--- src/rtl/if_fetch_buffer_if.sv ---
// Fetch-to-decode buffer bus: fetch-side pair/freeze, decode-side head/ready, flush.
// Latency: none, wires only.
// Backpressure: freeze flows back to fetch, id_ready flows back from decode.
interface if_fetch_buffer_if #(
  parameter int DEPTH = 4
);
  localparam int PTR_W = $clog2(DEPTH);

  logic [31:0]    PC_in;
  logic [31:0]    Instruction_in;
  logic           in_valid;
  logic           Branch_taken;
  logic           id_ready;
  logic           freeze;
  logic [31:0]    PC_out;
  logic [31:0]    Instruction_out;
  logic           out_valid;
  logic [PTR_W:0] count;

  // Environment side: fetch stage, decode stage and branch unit.
  modport master (
    output PC_in, Instruction_in, in_valid, Branch_taken, id_ready,
    input  freeze, PC_out, Instruction_out, out_valid, count
  );

  // Buffer side.
  modport slave (
    input  PC_in, Instruction_in, in_valid, Branch_taken, id_ready,
    output freeze, PC_out, Instruction_out, out_valid, count
  );
endinterface

--- src/rtl/if_fetch_buffer.sv ---
// Show-ahead FIFO of {PC+4, instruction} pairs between fetch and decode.
// Latency: a pushed pair is visible at the head one cycle after its push edge.
// Backpressure: freeze = full from registered count only; Branch_taken flushes everything.
module if_fetch_buffer #(
  parameter int DEPTH = 4
) (
  input logic               clk,
  input logic               rst,
  if_fetch_buffer_if.slave  fb
);
  localparam int PTR_W = $clog2(DEPTH);
  localparam logic [PTR_W:0] FULL_CNT = (PTR_W + 1)'(DEPTH);

  logic [PTR_W-1:0] wr_ptr_q, wr_ptr_d;
  logic [PTR_W-1:0] rd_ptr_q, rd_ptr_d;
  logic [PTR_W:0]   count_q, count_d;
  logic [63:0]      mem_q [DEPTH];
  logic [63:0]      mem_d [DEPTH];

  logic full, empty, push, pop;

  // Flags come from registered count only, so freeze has no path from decode or the branch unit.
  always_comb begin
    full  = (count_q == FULL_CNT);
    empty = (count_q == '0);
    push  = fb.in_valid & ~full & ~fb.Branch_taken;
    pop   = ~empty & fb.id_ready & ~fb.Branch_taken;
  end

  // Next-state for pointers and occupancy; a flush overrides any push or pop.
  always_comb begin
    wr_ptr_d = wr_ptr_q;
    rd_ptr_d = rd_ptr_q;
    count_d  = count_q;
    if (fb.Branch_taken) begin
      wr_ptr_d = '0;
      rd_ptr_d = '0;
      count_d  = '0;
    end else begin
      if (push) wr_ptr_d = wr_ptr_q + PTR_W'(1);
      if (pop)  rd_ptr_d = rd_ptr_q + PTR_W'(1);
      if (push && !pop)      count_d = count_q + (PTR_W + 1)'(1);
      else if (pop && !push) count_d = count_q - (PTR_W + 1)'(1);
    end
  end

  // Storage write: the accepted pair lands at the write pointer.
  always_comb begin
    mem_d = mem_q;
    if (push) mem_d[wr_ptr_q] = {fb.PC_in, fb.Instruction_in};
  end

  // Control state, cleared immediately by reset.
  always_ff @(posedge clk or posedge rst) begin
    if (rst) begin
      wr_ptr_q <= '0;
      rd_ptr_q <= '0;
      count_q  <= '0;
    end else begin
      wr_ptr_q <= wr_ptr_d;
      rd_ptr_q <= rd_ptr_d;
      count_q  <= count_d;
    end
  end

  // Storage needs no reset: it is only observed while count is non-zero.
  always_ff @(posedge clk) begin
    mem_q <= mem_d;
  end

  // Head is forced to zero when empty so decode sees a clean bubble.
  always_comb begin
    fb.freeze          = full;
    fb.out_valid       = ~empty;
    fb.count           = count_q;
    fb.PC_out          = empty ? 32'h0 : mem_q[rd_ptr_q][63:32];
    fb.Instruction_out = empty ? 32'h0 : mem_q[rd_ptr_q][31:0];
  end
endmodule
--- src/flat_wrapper.sv ---
// flat-port wrapper written by rule: the top's interface ports become plain ports
module if_fetch_buffer_flat 
#(
  parameter int DEPTH = 4
)
  (clk, rst, fb_PC_in, fb_Instruction_in, fb_in_valid, fb_Branch_taken, fb_id_ready, fb_freeze, fb_PC_out, fb_Instruction_out, fb_out_valid, fb_count);
  if_fetch_buffer_if #(.DEPTH(DEPTH)) fb_i ();
  input logic clk;
  input logic rst;
  input wire logic [$bits(fb_i.PC_in)-1:0] fb_PC_in;
  input wire logic [$bits(fb_i.Instruction_in)-1:0] fb_Instruction_in;
  input wire logic [$bits(fb_i.in_valid)-1:0] fb_in_valid;
  input wire logic [$bits(fb_i.Branch_taken)-1:0] fb_Branch_taken;
  input wire logic [$bits(fb_i.id_ready)-1:0] fb_id_ready;
  output wire logic [$bits(fb_i.freeze)-1:0] fb_freeze;
  output wire logic [$bits(fb_i.PC_out)-1:0] fb_PC_out;
  output wire logic [$bits(fb_i.Instruction_out)-1:0] fb_Instruction_out;
  output wire logic [$bits(fb_i.out_valid)-1:0] fb_out_valid;
  output wire logic [$bits(fb_i.count)-1:0] fb_count;
  assign fb_i.PC_in = fb_PC_in;
  assign fb_i.Instruction_in = fb_Instruction_in;
  assign fb_i.in_valid = fb_in_valid;
  assign fb_i.Branch_taken = fb_Branch_taken;
  assign fb_i.id_ready = fb_id_ready;
  assign fb_freeze = fb_i.freeze;
  assign fb_PC_out = fb_i.PC_out;
  assign fb_Instruction_out = fb_i.Instruction_out;
  assign fb_out_valid = fb_i.out_valid;
  assign fb_count = fb_i.count;
  if_fetch_buffer #(.DEPTH(DEPTH)) u_core (.clk(clk), .rst(rst), .fb(fb_i));
endmodule
--- config.mk ---
export PLATFORM = sky130hd
export DESIGN_NAME = if_fetch_buffer_flat
export DESIGN_NICKNAME = d
export VERILOG_FILES = /design/src/rtl/if_fetch_buffer_if.sv /design/src/rtl/if_fetch_buffer.sv /design/src/flat_wrapper.sv
export SDC_FILE = /design/constraint.sdc
export NUM_CORES = 1
export LEC_CHECK = 0
export ABC_AREA = 1
export CAP_MARGIN = 30
export CORE_ASPECT_RATIO = 1.1
export CORE_MARGIN = 2
export CORE_UTILIZATION = 43
export CTS_BUF_LIST = sky130_fd_sc_hd__clkbuf_16
export CTS_CLUSTER_DIAMETER = 120
export CTS_CLUSTER_SIZE = 25
export DETAILED_ROUTE_END_ITERATION = 16
export SYNTH_ARGS = -nofsm -noshare
export SYNTH_HDL_FRONTEND = slang
export SYNTH_SLANG_ARGS = --single-unit
--- constraint.sdc ---
create_clock -name clk -period 10.85 [get_ports clk]
set_input_delay 2.17 -clock clk [delete_from_list [all_inputs] [get_ports clk]]
set_output_delay 2.17 -clock clk [all_outputs]
set_load 0.03 [all_outputs]
Word level (Yosys, flattened, before mapping):

Index checks and enable logic that the tools add are counted.

* equality and inequality tests: 1
* $add $sub $neg: 4
* mux-type cells: 15
* reduce and logical (&&, ||, !) cells: 9
* $lt $le $gt $ge: 3
* bitwise logic cells: 9

Operator list (count)
* $bwmux W256: 1
* $mux W64: 3
* $bmux W64 S2: 1
* $demux W64 S2: 1
* $mux W32: 2
* $mux W3: 3
* $mux W2: 4
* $ge A3 B3 Y1 const B: 2
* $not A2 Y3: 2
* $add A2 B1 Y2 const B: 2
* $and A1 B1 Y1: 4
* $reduce_bool A2 Y1: 2
* $add A3 B1 Y3 const B: 1
* $eq A3 B3 Y1 const B: 1
* $logic_and A1 B1 Y1: 3
* $logic_not A3 Y1: 1
* $lt A3 B1 Y1 const B: 1
* $not A1 Y1: 3
* $reduce_bool A3 Y1: 1
* $sub A3 B1 Y3 const B: 1
* $logic_not A1 Y1: 2

* output and inout port bits: 69
* register bits: 263

Longest topological paths before layout:

* word-level depth: 9
* gate-level depth with buffers: 11
* mapped depth without buffers: 11

Least setup slack after synthesis:

No wires, ideal clock.

* kind: input port to flip-flop
* start: in fb_in_valid
* end: reg u_core.mem_q[0] (netlist bit) (enable)
* path slack: 5.215 ns
* data arrival time: 5.149 ns
* stages on the path: 4
* path through: inv_1 -> a21oi_1 -> nand2_1 -> nor2_1

* longest elaborated chain between the ends: 2

RTL lines
* start: declaration: line flat_wrapper.sv:12 `input wire logic [$bits(fb_i.in_valid)-1:0] fb_in_valid;`
* $and A1 B1 Y1 (2 in a row): line if_fetch_buffer.sv:26 `push = fb.in_valid & ~full & ~fb.Branch_taken;`
* end signal: assignment: line if_fetch_buffer.sv:68 `mem_q <= mem_d;`
* end: declaration: line if_fetch_buffer.sv:17 `logic [63:0] mem_q [DEPTH];`

Every way passes these cells.
A chain may end at the register's enable or synchronous reset.

Worst setup path after layout:

* start: reg u_core.rd_ptr_q[1]
* end: out fb_Instruction_out[15]

* longest elaborated chain between the ends: 5

RTL lines
* start: declaration: line if_fetch_buffer.sv:15 `logic [PTR_W-1:0] rd_ptr_q, rd_ptr_d;`
* start signal: assignment: line if_fetch_buffer.sv:61 `rd_ptr_q <= rd_ptr_d;`
* $not A2 Y3 (not written as such): line if_fetch_buffer.sv:77 `fb.Instruction_out = empty ? 32'h0 : mem_q[rd_ptr_q][31:0];`
* $bmux W64 S2: line if_fetch_buffer.sv:77
* $mux W64 (2 in a row)
* $mux W32: line if_fetch_buffer.sv:77
* end: declaration: line flat_wrapper.sv:17 `output wire logic [$bits(fb_i.Instruction_out)-1:0] fb_Instruction_out;`

Every way passes these cells. The select of a mux whose other input is x is not followed.

==> results by group <==
Setup path
  • Critical path's slowest cell: clkdlybuf4s50_1
  • Delay-heaviest family, CP: buffers and inverters
  • WS Path Type: flip-flop to output pin
  • Crit-path cells: buf_4 -> inv_2 -> buf_4 -> nor2_1 -> o21ai_0 -> a21oi_1 -> clkdlybuf4s50_1
  • Crit-path most repeated cell: buf_4
  • Critical Path Max Stage Delay: 0.72 ns
  • Critical path buffers and inverters: 4
  • Worst path required time: between 8 and 9 ns
  • Critical path endpoint category: output pin
  • Critical Path AT: between 3 and 4 ns
  • Worst reg2reg path depth: 4
  • FF-to-FF setup slack: just over 8 ns
  • Worst-path maximum fanout: 65
  • Reg-to-reg endpoint: u_core.mem_q[74]
  • Startpoint types: flip-flop
  • R2r startpoint: u_core.fb.count[2]

Die
  • Initial Utilization: a little over two fifths
  • DIE WIDTH: approximately 150 um
  • Die Area: 25,380 sq um
  • I/O pin cnt: 138
  • Core Footprint: between 20,000 and 25,000 sq um
  • Num rows: 59
  • Die height: 166.9 um

Synthesis
  • Synthesized cell area: 10,370 sq um
  • Synthesis-stage register bit count: 263
  • Post-Syn Nets: around 900
  • Yosys cell types: 21
  • Post-synth EDFFs: between 200 and 300
  • Yosys warning count: 0
  • Synth Area per Inst: about 13 sq um
  • Post-synth top flop: edfxtp_1
  • Register area share after synthesis: between 70% and 80%
  • Gate Count Post-Synth: 824
  • Post-synthesis async set-or-reset flop share: around 2.7%

CTS
  • Cts-stage hold buffer count: 0
  • Deepest clock path buffer count: 3
  • CTS tree: built
  • Clk sinks: 263
  • Clk root buf: clkbuf_16
  • Clk slew on worst S/H paths: 0.10 ns
  • # resized after CTS: 0
  • Post-CTS Setup Bufs: 0
  • CTS Buf Count: 14
  • H-Tree Depth: 1
  • Worst-skew pair later-pin latency: ~0.48 ns

Cells and area
  • Share of cells above drive strength 1: under 10%
  • Final Cell Area: between 10,000 and 15,000 sq um
  • Total Nets Final: roughly 1,000
  • Filler cell count: 1,992
  • Layout area overhead: 20.39%

Global routing
  • Vias in the first global route: just over 6,000
  • First-pass GRT wire length: roughly 35,000 um
  • Initial antenna violation count: 1
  • Largest net degree at the start of global routing: roughly 100
  • Gr usage total: 17.53%
  • Grt total ovfl: 0

Timing
  • F_max: roughly 170 MHz
  • Setup-failing EPs final: 0
  • Transition time of the tightest slew-check pin: about 0.97 ns
  • Slew headroom: between 30% and 40%
  • Fin Setup TNS: 0 ns
  • Worst Skew: about 0.015 ns
  • RSZ-0062 raised after global routing: false
  • Final period utilization: a little over half
  • Tmin final: between 5 and 6 ns
  • Hold Fails Final Rpt: 0
  • Fin. max-slew vios: 0

Drt
  • 1st-pass router iterations: 5
  • DR vias/cell: roughly 5.1
  • DR DRC count: 0
  • ANT nets after route: 0
  • Vias: between 6,000 and 7,000
  • Iter 0 DRT Violations: 461
  • Routed len/inst: approximately 18 um
  • DRT Wirelength: about 23,000 um

Place
  • Placed cell area: ~12,000 sq um
  • Hpwl dp: ~13,000 um
  • Buffers on Ports: around 140
  • GP Congestion: between 0.7 and 0.8

Pwr
  • Sw frac: a little under two fifths
  • Int Pwr: around 1.9 mW
  • LEAKAGE: approximately 4.2 nW
  • Clk pwr share: approximately 18%
  • Seq pwr share: 39.9%
  • Worst vdd ir: approximately 0.00014 V
  • Combinational share of power: between 40% and 50%
  • Power per cell area: ~240 nW/um^2
  • Switching power: approximately 1.2 mW

Hold path
  • HP Start: u_core.fb.count[0]
  • Hold Crit Depth: 2
  • WHS Endpoint: u_core.fb.count[0]
  • HP Class: flip-flop to flip-flop

Flow run
  • Maxcap violations: 0

Status
  • Status: complete, no violations
==> stage by stage <==
step	instances	setup WS [ns]	util [%]	hold slack, ns	power, mW
floorplan	824	5.215	-	0.5794	2.012
global placement	1227	5.520	50.51	0.5820	2.517
detailed placement	1230	5.502	50.86	0.5910	2.528
CTS	1249	4.980	52.56	0.6179	3.074
global route	1250	4.849	52.67	0.6467	3.198
finish	1251	5.099	52.68	0.6085	3.045
==> synthesized netlist by cell type (2+ instances only) <==
master,instances,share of area [%]
buf_6,2,0.22
edfxtp_1,256,74
nand2_1,21,0.76
a21oi_1,68,3.3
nand2_2,2,0.12
inv_2,2,0.072
buf_4,14,1.0
nor2_1,262,9.5
dfrtp_1,7,1.7
buf_2,8,0.39
clkbuf_1,16,0.58
inv_1,17,0.62
o21ai_0,128,6.2
buf_1,8,0.29
ha_1,4,0.48
o21ai_1,4,0.19
==> placed cells by master, fill, tap and decap left out <==
| master | n |
|---|---|
| a21oi_1 | 68 |
| buf_16 | 4 |
| buf_4 | 9 |
| clkbuf_16 | 15 |
| clkdlybuf4s50_1 | 137 |
| clkinv_2 | 1 |
| clkinv_8 | 1 |
| dfrtp_1 | 5 |
| dfrtp_2 | 1 |
| dfrtp_4 | 1 |
| diode_2 | 1 |
| edfxtp_1 | 256 |
| fa_1 | 1 |
| ha_1 | 4 |
| inv_1 | 19 |
| inv_2 | 2 |
| nand2_1 | 21 |
| nand2_2 | 2 |
| nand3_1 | 1 |
| nand3b_1 | 1 |
| nor2_1 | 258 |
| nor2_4 | 5 |
| o21ai_0 | 128 |
| o21ai_1 | 4 |
| xor2_1 | 1 |
==> flip-flops by register name, indices dropped and copies added (netlist names) <==
register         flops
u_core.fb.count      3
u_core.mem_q       256
u_core.rd_ptr_q      2
u_core.wr_ptr_q      2
==> worst max path at each step <==
stage | slack, ns | end | depth (start not counted) | startpoint
floorplan | 5.21 | u_core.mem_q[0] | 4 | fb_in_valid
global placement | 5.52 | fb_PC_out[31] | 5 | u_core.rd_ptr_q[0]
detailed placement | 5.50 | fb_PC_out[31] | 5 | u_core.rd_ptr_q[0]
CTS | 4.98 | fb_PC_out[31] | 5 | u_core.rd_ptr_q[0]
global route | 4.85 | fb_Instruction_out[13] | 7 | u_core.rd_ptr_q[1]
finish | 5.10 | fb_Instruction_out[15] | 7 | u_core.rd_ptr_q[1]
==> final cells by class <==
cell class                      instances  area [sq um]  share of cell area [%]
Timing Repair Buffer                  150          1549                   12.41
Multi-Input combinational cell        494          2208                   17.69
Sequential cell                       263          7868                   63.02
Antenna cell                            1         2.502                 0.02004
Tap cell                              305         381.6                   3.057
Clock buffer                           15         375.4                   3.007
Clock inverter                          4         27.53                  0.2205
Inverter                               19         72.57                  0.5813
==> logic make-up (layout without fill, tap and decap cells) <==
kind of cell | after synthesis | count (layout) | share of synthesized area (%)
AO/OA/AOI/OAI | 200 | 200 | 9.653
AND/OR/NAND/NOR | 288 | 288 | 10.59
buffers and inverters | 67 | 188 | 3.173
XOR/XNOR | 1 | 1 | 0.08447
flip-flops | 263 | 263 | 75.82
adder cells (fa/ha/maj) | 5 | 5 | 0.6757
other | 0 | 1 | 0
==> worst reg2reg max path: cells and delay by family (launching register included) <==
kind,cells,cell delay (ns)
buffers and inverters,1,0.70
AOI/OAI and AO/OA,1,0.23
and+or+nand+nor,2,0.90
DFF,1,0.48
==> power by group through the flow <==
stage               combinational (mW)  sequential (mW)  clock [mW]
finish                            1.28             1.21       0.547
global route                      1.38             1.22       0.597
CTS                               1.30             1.21       0.564
detailed placement                1.29             1.24           0
global placement                  1.28             1.24           0
floorplan                        0.776             1.24           0
==> layer usage <==
layer / global-route usage (%) / up-vias / part of all wire [%]
met5: 0 / - / 0
met4: 3.169 / 0 / 1.2
met3: 3.097 / 19 / 5.4
met2: 31.14 / 148 / 51
met1: 22.91 / 3081 / 43
li1: - / 3117 / -
Note: power is estimated with default switching activity, not from simulation.
